### src/rtl/frame_unpacker_pkg.sv
// Shared types and sizing for the byte-to-frame deserializer.
// Frame shape, byte count and FSM states live here.
package frame_pkg;

  localparam int LANES  = 4;
  localparam int ROWS   = 5;
  localparam int COLS   = 4;
  localparam int BITS   = 3;
  localparam int TOTAL  = LANES * ROWS * COLS * BITS;
  localparam int NBYTES = (TOTAL + 7) / 8;
  localparam int IW     = $clog2(NBYTES + 1);

  typedef logic [1:LANES][ROWS-1:0][COLS-1:0][BITS:1] frame_t;
  typedef logic [IW-1:0] idx_t;

  typedef enum logic {
    IDLE = 1'b0,
    FILL = 1'b1
  } state_t;

  localparam idx_t LAST = idx_t'(NBYTES - 1);

endpackage

### src/rtl/frame_unpacker_if.sv
// Byte-in / frame-out handshake bundle.
// master drives bytes and consumes frames; slave is the unpacker.
interface frame_unpacker_if
  import frame_pkg::*;
();

  logic [7:0] in_byte;
  logic       in_sof;
  logic       in_valid;
  logic       in_ready;
  frame_t     out_word;
  logic       out_valid;
  logic       out_ready;

  modport master (
    output in_byte,
    output in_sof,
    output in_valid,
    input  in_ready,
    input  out_word,
    input  out_valid,
    output out_ready
  );

  modport slave (
    input  in_byte,
    input  in_sof,
    input  in_valid,
    output in_ready,
    output out_word,
    output out_valid,
    input  out_ready
  );

endinterface

### src/rtl/frame_unpacker_out_reg.sv
// Single-entry valid/ready holding register for one frame.
// A load on the draining edge keeps valid high (no bubble).
module frame_out_reg
  import frame_pkg::*;
(
  input  logic   clk,
  input  logic   rst_n,
  input  logic   load_i,
  input  frame_t data_i,
  input  logic   ready_i,
  output logic   valid_o,
  output frame_t data_o,
  output logic   full_o
);

  logic   valid_q, valid_d;
  frame_t data_q, data_d;

  // load wins over drain; drain only clears valid
  always_comb begin
    valid_d = valid_q;
    data_d  = data_q;
    if (load_i) begin
      valid_d = 1'b1;
      data_d  = data_i;
    end else if (valid_q && ready_i) begin
      valid_d = 1'b0;
    end
  end

  // holding register
  always_ff @(posedge clk or negedge rst_n) begin
    if (!rst_n) begin
      valid_q <= 1'b0;
      data_q  <= '0;
    end else begin
      valid_q <= valid_d;
      data_q  <= data_d;
    end
  end

  assign valid_o = valid_q;
  assign data_o  = data_q;
  assign full_o  = valid_q && !ready_i;

endmodule

### src/rtl/frame_unpacker.sv
// Reassembles sof-delimited byte frames into one packed word.
// Byte k lands at flattened bits [8k+7:8k]; byte 0 is the LSB.
module frame_unpacker
  import frame_pkg::*;
(
  input  logic             clk,
  input  logic             rst_n,
  frame_unpacker_if.slave  bus,
  output logic             frame_err,
  output logic [7:0]       frame_cnt
);

  state_t                state_q, state_d;
  idx_t                  idx_q, idx_d;
  logic [NBYTES*8-1:0]   buf_q, buf_d;
  logic                  err_q, err_d;
  logic [7:0]            cnt_q, cnt_d;
  logic                  load;
  logic                  full;
  logic                  last_byte;
  logic                  acc;
  logic                  sof_acc;
  logic                  dat_acc;
  frame_t                word;

  // next accepted byte would finish a frame
  always_comb begin
    last_byte = 1'b0;
    if (state_q == FILL && idx_q == LAST)
      last_byte = 1'b1;
    if (state_q == IDLE && NBYTES == 1 && bus.in_sof)
      last_byte = 1'b1;
  end

  assign bus.in_ready = !(last_byte && full);
  assign acc     = bus.in_valid && bus.in_ready;
  assign sof_acc = acc && bus.in_sof;
  assign dat_acc = acc && !bus.in_sof && state_q == FILL;

  // FSM next state, byte placement and completion
  always_comb begin
    state_d = state_q;
    idx_d   = idx_q;
    buf_d   = buf_q;
    err_d   = 1'b0;
    load    = 1'b0;
    unique case (1'b1)
      sof_acc: begin
        err_d      = state_q == FILL;
        buf_d      = '0;
        buf_d[7:0] = bus.in_byte;
        if (NBYTES == 1) begin
          load    = 1'b1;
          state_d = IDLE;
          idx_d   = '0;
        end else begin
          state_d = FILL;
          idx_d   = idx_t'(1);
        end
      end
      dat_acc: begin
        for (int k = 0; k < NBYTES; k++)
          if (idx_q == idx_t'(k))
            buf_d[8*k +: 8] = bus.in_byte;
        if (idx_q == LAST) begin
          load    = 1'b1;
          state_d = IDLE;
          idx_d   = '0;
        end else begin
          idx_d = idx_q + idx_t'(1);
        end
      end
      default: ;
    endcase
  end

  assign word  = frame_t'(buf_d[TOTAL-1:0]);
  assign cnt_d = cnt_q + (load ? 8'd1 : 8'd0);

  // state, assembly buffer, error pulse, frame counter
  always_ff @(posedge clk or negedge rst_n) begin
    if (!rst_n) begin
      state_q <= IDLE;
      idx_q   <= '0;
      buf_q   <= '0;
      err_q   <= 1'b0;
      cnt_q   <= '0;
    end else begin
      state_q <= state_d;
      idx_q   <= idx_d;
      buf_q   <= buf_d;
      err_q   <= err_d;
      cnt_q   <= cnt_d;
    end
  end

  frame_out_reg u_out (
    .clk     (clk),
    .rst_n   (rst_n),
    .load_i  (load),
    .data_i  (word),
    .ready_i (bus.out_ready),
    .valid_o (bus.out_valid),
    .data_o  (bus.out_word),
    .full_o  (full)
  );

  assign frame_err = err_q;
  assign frame_cnt = cnt_q;

endmodule

### src/flat_wrapper.sv
// flat-port wrapper written by rule: the top's interface ports become plain ports
module frame_unpacker_flat import frame_pkg::*;
  (clk, rst_n, frame_err, frame_cnt, bus_in_byte, bus_in_sof, bus_in_valid, bus_in_ready, bus_out_word, bus_out_valid, bus_out_ready);
  frame_unpacker_if bus_i ();
  input  logic clk;
  input  logic rst_n;
  output logic frame_err;
  output logic [7:0] frame_cnt;
  input wire logic [$bits(bus_i.in_byte)-1:0] bus_in_byte;
  input wire logic [$bits(bus_i.in_sof)-1:0] bus_in_sof;
  input wire logic [$bits(bus_i.in_valid)-1:0] bus_in_valid;
  output wire logic [$bits(bus_i.in_ready)-1:0] bus_in_ready;
  output wire logic [$bits(bus_i.out_word)-1:0] bus_out_word;
  output wire logic [$bits(bus_i.out_valid)-1:0] bus_out_valid;
  input wire logic [$bits(bus_i.out_ready)-1:0] bus_out_ready;
  assign bus_i.in_byte = bus_in_byte;
  assign bus_i.in_sof = bus_in_sof;
  assign bus_i.in_valid = bus_in_valid;
  assign bus_in_ready = bus_i.in_ready;
  assign bus_out_word = bus_i.out_word;
  assign bus_out_valid = bus_i.out_valid;
  assign bus_i.out_ready = bus_out_ready;
  frame_unpacker u_core (.clk(clk), .rst_n(rst_n), .bus(bus_i), .frame_err(frame_err), .frame_cnt(frame_cnt));
endmodule
### config.mk
export PLATFORM = sky130hd
export DESIGN_NAME = frame_unpacker_flat
export DESIGN_NICKNAME = d
export VERILOG_FILES = /design/src/rtl/frame_unpacker_pkg.sv /design/src/rtl/frame_unpacker_if.sv /design/src/rtl/frame_unpacker_out_reg.sv /design/src/rtl/frame_unpacker.sv /design/src/flat_wrapper.sv
export SDC_FILE = /design/constraint.sdc
export NUM_CORES = 1
export LEC_CHECK = 0
export BUFFER_PORTS_ARGS = -buffer_cell sky130_fd_sc_hd__buf_2
export CORE_ASPECT_RATIO = 0.7
export CORE_MARGIN = 1
export CORE_UTILIZATION = 50
export CTS_CLUSTER_DIAMETER = 80
export CTS_CLUSTER_SIZE = 20
export DETAILED_ROUTE_END_ITERATION = 10
export GPL_ROUTABILITY_DRIVEN = 0
export HOLD_SLACK_MARGIN = 0.02
export PLACE_DENSITY_LB_ADDON = 0.1
export SYNTH_ARGS = -nofsm -noshare
export SYNTH_HDL_FRONTEND = slang
export SYNTH_SLANG_ARGS = --single-unit
### constraint.sdc
create_clock -name clk -period 7.9 [get_ports clk]
set_clock_uncertainty 0.1 [all_clocks]
set_input_delay 1.185 -clock clk [delete_from_list [all_inputs] [get_ports clk]]
set_output_delay 1.185 -clock clk [all_outputs]
set_load 0.01 [all_outputs]
==> metrics.csv <==
stage,metric,value,unit
layout,layout cells sized above 1,18.6,%
clocking,"Setup Fix Bufs, Post-CTS",0,
synth,synthesized area,18900,um^2
setup_path,CP arrival,2690,ps
timing,count of final setup violators,0,
clocking,CTS Sinks,488,
power_and_ir_drop,power share of the combinational group,5.7,%
timing,Final TNS setup,0,ps
power_and_ir_drop,Static Leak,10.3,nW
setup_path,crit end category,output port,
layout,Post-layout nets,1874,
grt,vias in the first global route,12574,
floorplan,IO Count,264,
worst_hold_path,Min-Delay Path Class,reg2reg,
drt,initial DRC count,1214,
grt,first-pass GRT wire length,74.3,mm
setup_path,crit-path max FO,19,
floorplan,Initial Util,50.8,%
timing,Max Fclk,0.252,GHz
layout,"commonest non-fill, non-tap cells in the layout","dfrtp_1 (486), buf_2 (262), nand2_1 (206)",
place,IO Port Bufs,263,
timing,Slew Limit Fails,0,
place,pre-CTS worst setup slack,3620,ps
floorplan,DIE AREA,38700,um^2
timing,final period utilization,50.3,%
synth,"FFs w/ async S/R, synth",100,%
synth,number of synthesized flops with an enable pin,0,
power_and_ir_drop,P_int,3.23,mW
setup_path,WP buf/inv,2,
setup_path,"Worst Path Class, Setup",reg2out,
power_and_ir_drop,Clock power frac,34.2,%
setup_path,"Largest stage delay, worst path",520,ps
timing,fin crit period,3970,ps
synth,register area share after synthesis,64.4,%
floorplan,Die W,235,um
drt,vias,13188,
drt,antenna-violating nets left,0,
place,post-detail-place hpwl,30.8,mm
synth,Post-Syn Nets,1688,
setup_path,startpoint types,register,
clocking,CTS H-Tree Depth,1,
clocking,Worst-Skew Late Latency,570,ps
synth,Syn Area/Cell,11.4,um^2
power_and_ir_drop,worst vdd ir,0.160,mV
synth,yosys synthesis warning count,0,
grt,GRT Residual Overflow,0,
drt,drc violations,0,
clocking,cts-stage hold buffer count,0,
status,status,"finished, final reports clean",
floorplan,Core Area,37300,um^2
setup_path,WP data required,6610,ps
power_and_ir_drop,Flop pwr share,60.1,%
clocking,PostCTS Resize Cnt,0,
clocking,CTS tree,done,
drt,DR WL/cell,20.5,um
grt,largest net degree at the start of global routing,196,
floorplan,die span in y,165,um
run,# Max-Cap Violations,0,
layout,area grow syn2layout,12.0,%
synth,#FFs+latches synth,488,
timing,"Worst Setup Slack, final",3930,ps
power_and_ir_drop,Power Dens Cells,199,nW/um^2
setup_path,"Slowest-stage cell, CP",ha_1,
grt,initial antenna violation count,3,
drt,Pre-Repair DR Iteration Count,7,
setup_path,"CP delay by family, top",simple AND/OR/NAND/NOR gates,
layout,"most common cell after layout, fill and taps aside",dfrtp_1,
clocking,root buf cell,clkbuf_16,
synth,Synth Instances,1668,
clocking,Longest Clk Path Bufs,3,
floorplan,Cell Rows,59,
clocking,Inserted Clock Buffers,28,
drt,Vias per Instance,5.62,
timing,max_slew headroom,12.9,%
grt,total track usage,24.7,%
timing,RSZ-0062 raised after global routing,false,
synth,Post-synth top flop,dfrtp_1,
setup_path,crit path cell chain,inv_1 > ha_1 > nand4_4 > nor2_1 > nand2_1 > buf_2,
timing,"Hold Vio Cnt, Final",0,
synth,Netlist cell types,53,
clocking,"CTS clk-pin slew, worst paths",90,ps
power_and_ir_drop,Switch Pwr,0.984,mW
timing,measured slew at the worst slew-check pin,1290,ps
drt,WL final,48.1,mm
power_and_ir_drop,switching share of total power,23.3,%
==> Yosys cell counts, types with 3 or more instances <==
cell | n | area share [%]
a21oi_1 | 21 | 0.55
a21oi_2 | 4 | 0.18
a22o_1 | 25 | 1.2
a22oi_1 | 5 | 0.20
a32oi_1 | 8 | 0.37
and4_1 | 6 | 0.28
and4b_1 | 6 | 0.32
buf_1 | 7 | 0.14
buf_2 | 41 | 1.1
buf_4 | 4 | 0.16
buf_6 | 7 | 0.42
clkbuf_1 | 62 | 1.2
dfrtp_1 | 488 | 64
ha_1 | 7 | 0.46
inv_1 | 171 | 3.4
mux2_1 | 48 | 2.9
mux2_2 | 16 | 0.95
mux2i_1 | 16 | 0.85
nand2_1 | 206 | 4.1
nand3_1 | 32 | 0.85
nand4_1 | 8 | 0.26
nand4b_1 | 5 | 0.23
nand4bb_1 | 7 | 0.42
nor2_1 | 3 | 0.059
nor2b_1 | 5 | 0.17
nor4bb_1 | 3 | 0.16
o21ai_0 | 138 | 3.6
o21ai_1 | 70 | 1.8
o21ai_2 | 5 | 0.23
o22ai_1 | 164 | 5.4
o2bb2ai_1 | 40 | 1.8
o31ai_1 | 9 | 0.36
xnor2_1 | 4 | 0.18
==> kinds of logic (layout without fill, tap and decap cells) <==
family          Yosys count  after routing  synth area share [%]
compound gates          494            494                  16.1
xor+xnor                  6              6                 0.277
fa+ha+maj                 7              7                 0.462
buf+inv                 294            482                  6.45
flops                   488            488                  64.4
mux                      80             80                  4.65
other cells               0              2                     0
simple gates            299            299                  7.67
==> metal layers <==
metal	up-vias	track usage (%)	wire [um]
met5	-	0	0
met4	0	3.89	563
met3	37	3.56	2440
met2	334	36.6	21000
met1	6654	39.3	24000
li1	6163	-	-
==> power by group through the flow <==
stage,combinational [mW],clock [mW],sequential (mW)
6_report,0.242,1.44,2.53
5_1_grt,0.266,1.57,2.54
4_1_cts,0.244,1.49,2.53
3_5_place_dp,0.244,0,2.58
3_3_place_gp,0.240,0,2.58
2_1_floorplan,0.132,0,2.58
==> final cells by class <==
class                      count  area (um^2)
multi-input combinational    886         5540
fill                        3305        16100
sequential                   488        12200
tap                          488          611
clock inverter                 1         16.3
timing repair buffer         277         1460
inverter                     173          649
antenna                        2         5.00
clock buffer                  31          733
==> flip-flops by register name, indices dropped and copies added, names as in the netlist <==
| signal | flops |
|---|---|
| u_core.idx_q | 5 |
| u_core.buf_q | 232 |
| u_core.frame_err | 1 |
| u_core.u_out.data_o | 240 |
| u_core.frame_cnt | 8 |
| u_core.state_q | 1 |
| u_core.u_out.valid_o | 1 |
==> worst paths after layout <==
path	slack, ps	to	cells after the start	start
hold reg to reg	380	u_core.u_out.data_o[128]	2	u_core.u_out.data_o[128]
setup / recovery	3930	bus_in_ready	6	u_core.idx_q[1]
max in group asynchronous	5600	u_core.u_out.data_o[168]	2	rst_n
hold / removal	380	u_core.u_out.data_o[128]	2	u_core.u_out.data_o[128]
min in group asynchronous	570	u_core.u_out.data_o[155]	1	rst_n
setup reg to reg	4080	u_core.u_out.data_o[74]	7	u_core.idx_q[1]
==> through the flow <==
stage	utilization, %	instances	power (mW)	instance area [um^2]	hold WS [ps]
6_report	56.9	2346	4.22	21200	379
3_3_place_gp	54.9	2312	2.82	20500	354
4_1_cts	56.9	2344	4.27	21200	384
5_1_grt	56.9	2345	4.37	21200	399
3_5_place_dp	54.9	2312	2.83	20500	365
2_1_floorplan	-	1668	2.71	18900	349
==> worst reg2reg max path, cell delays in order, from the launching register on <==
cell and delay [ps]:
dfrtp_1 410, inv_1 90, ha_1 390, nand4_4 350, or3_4 590, buf_4 700, buf_4 800, o21ai_0 250
No activity file was read; power rests on OpenSTA's default activity.
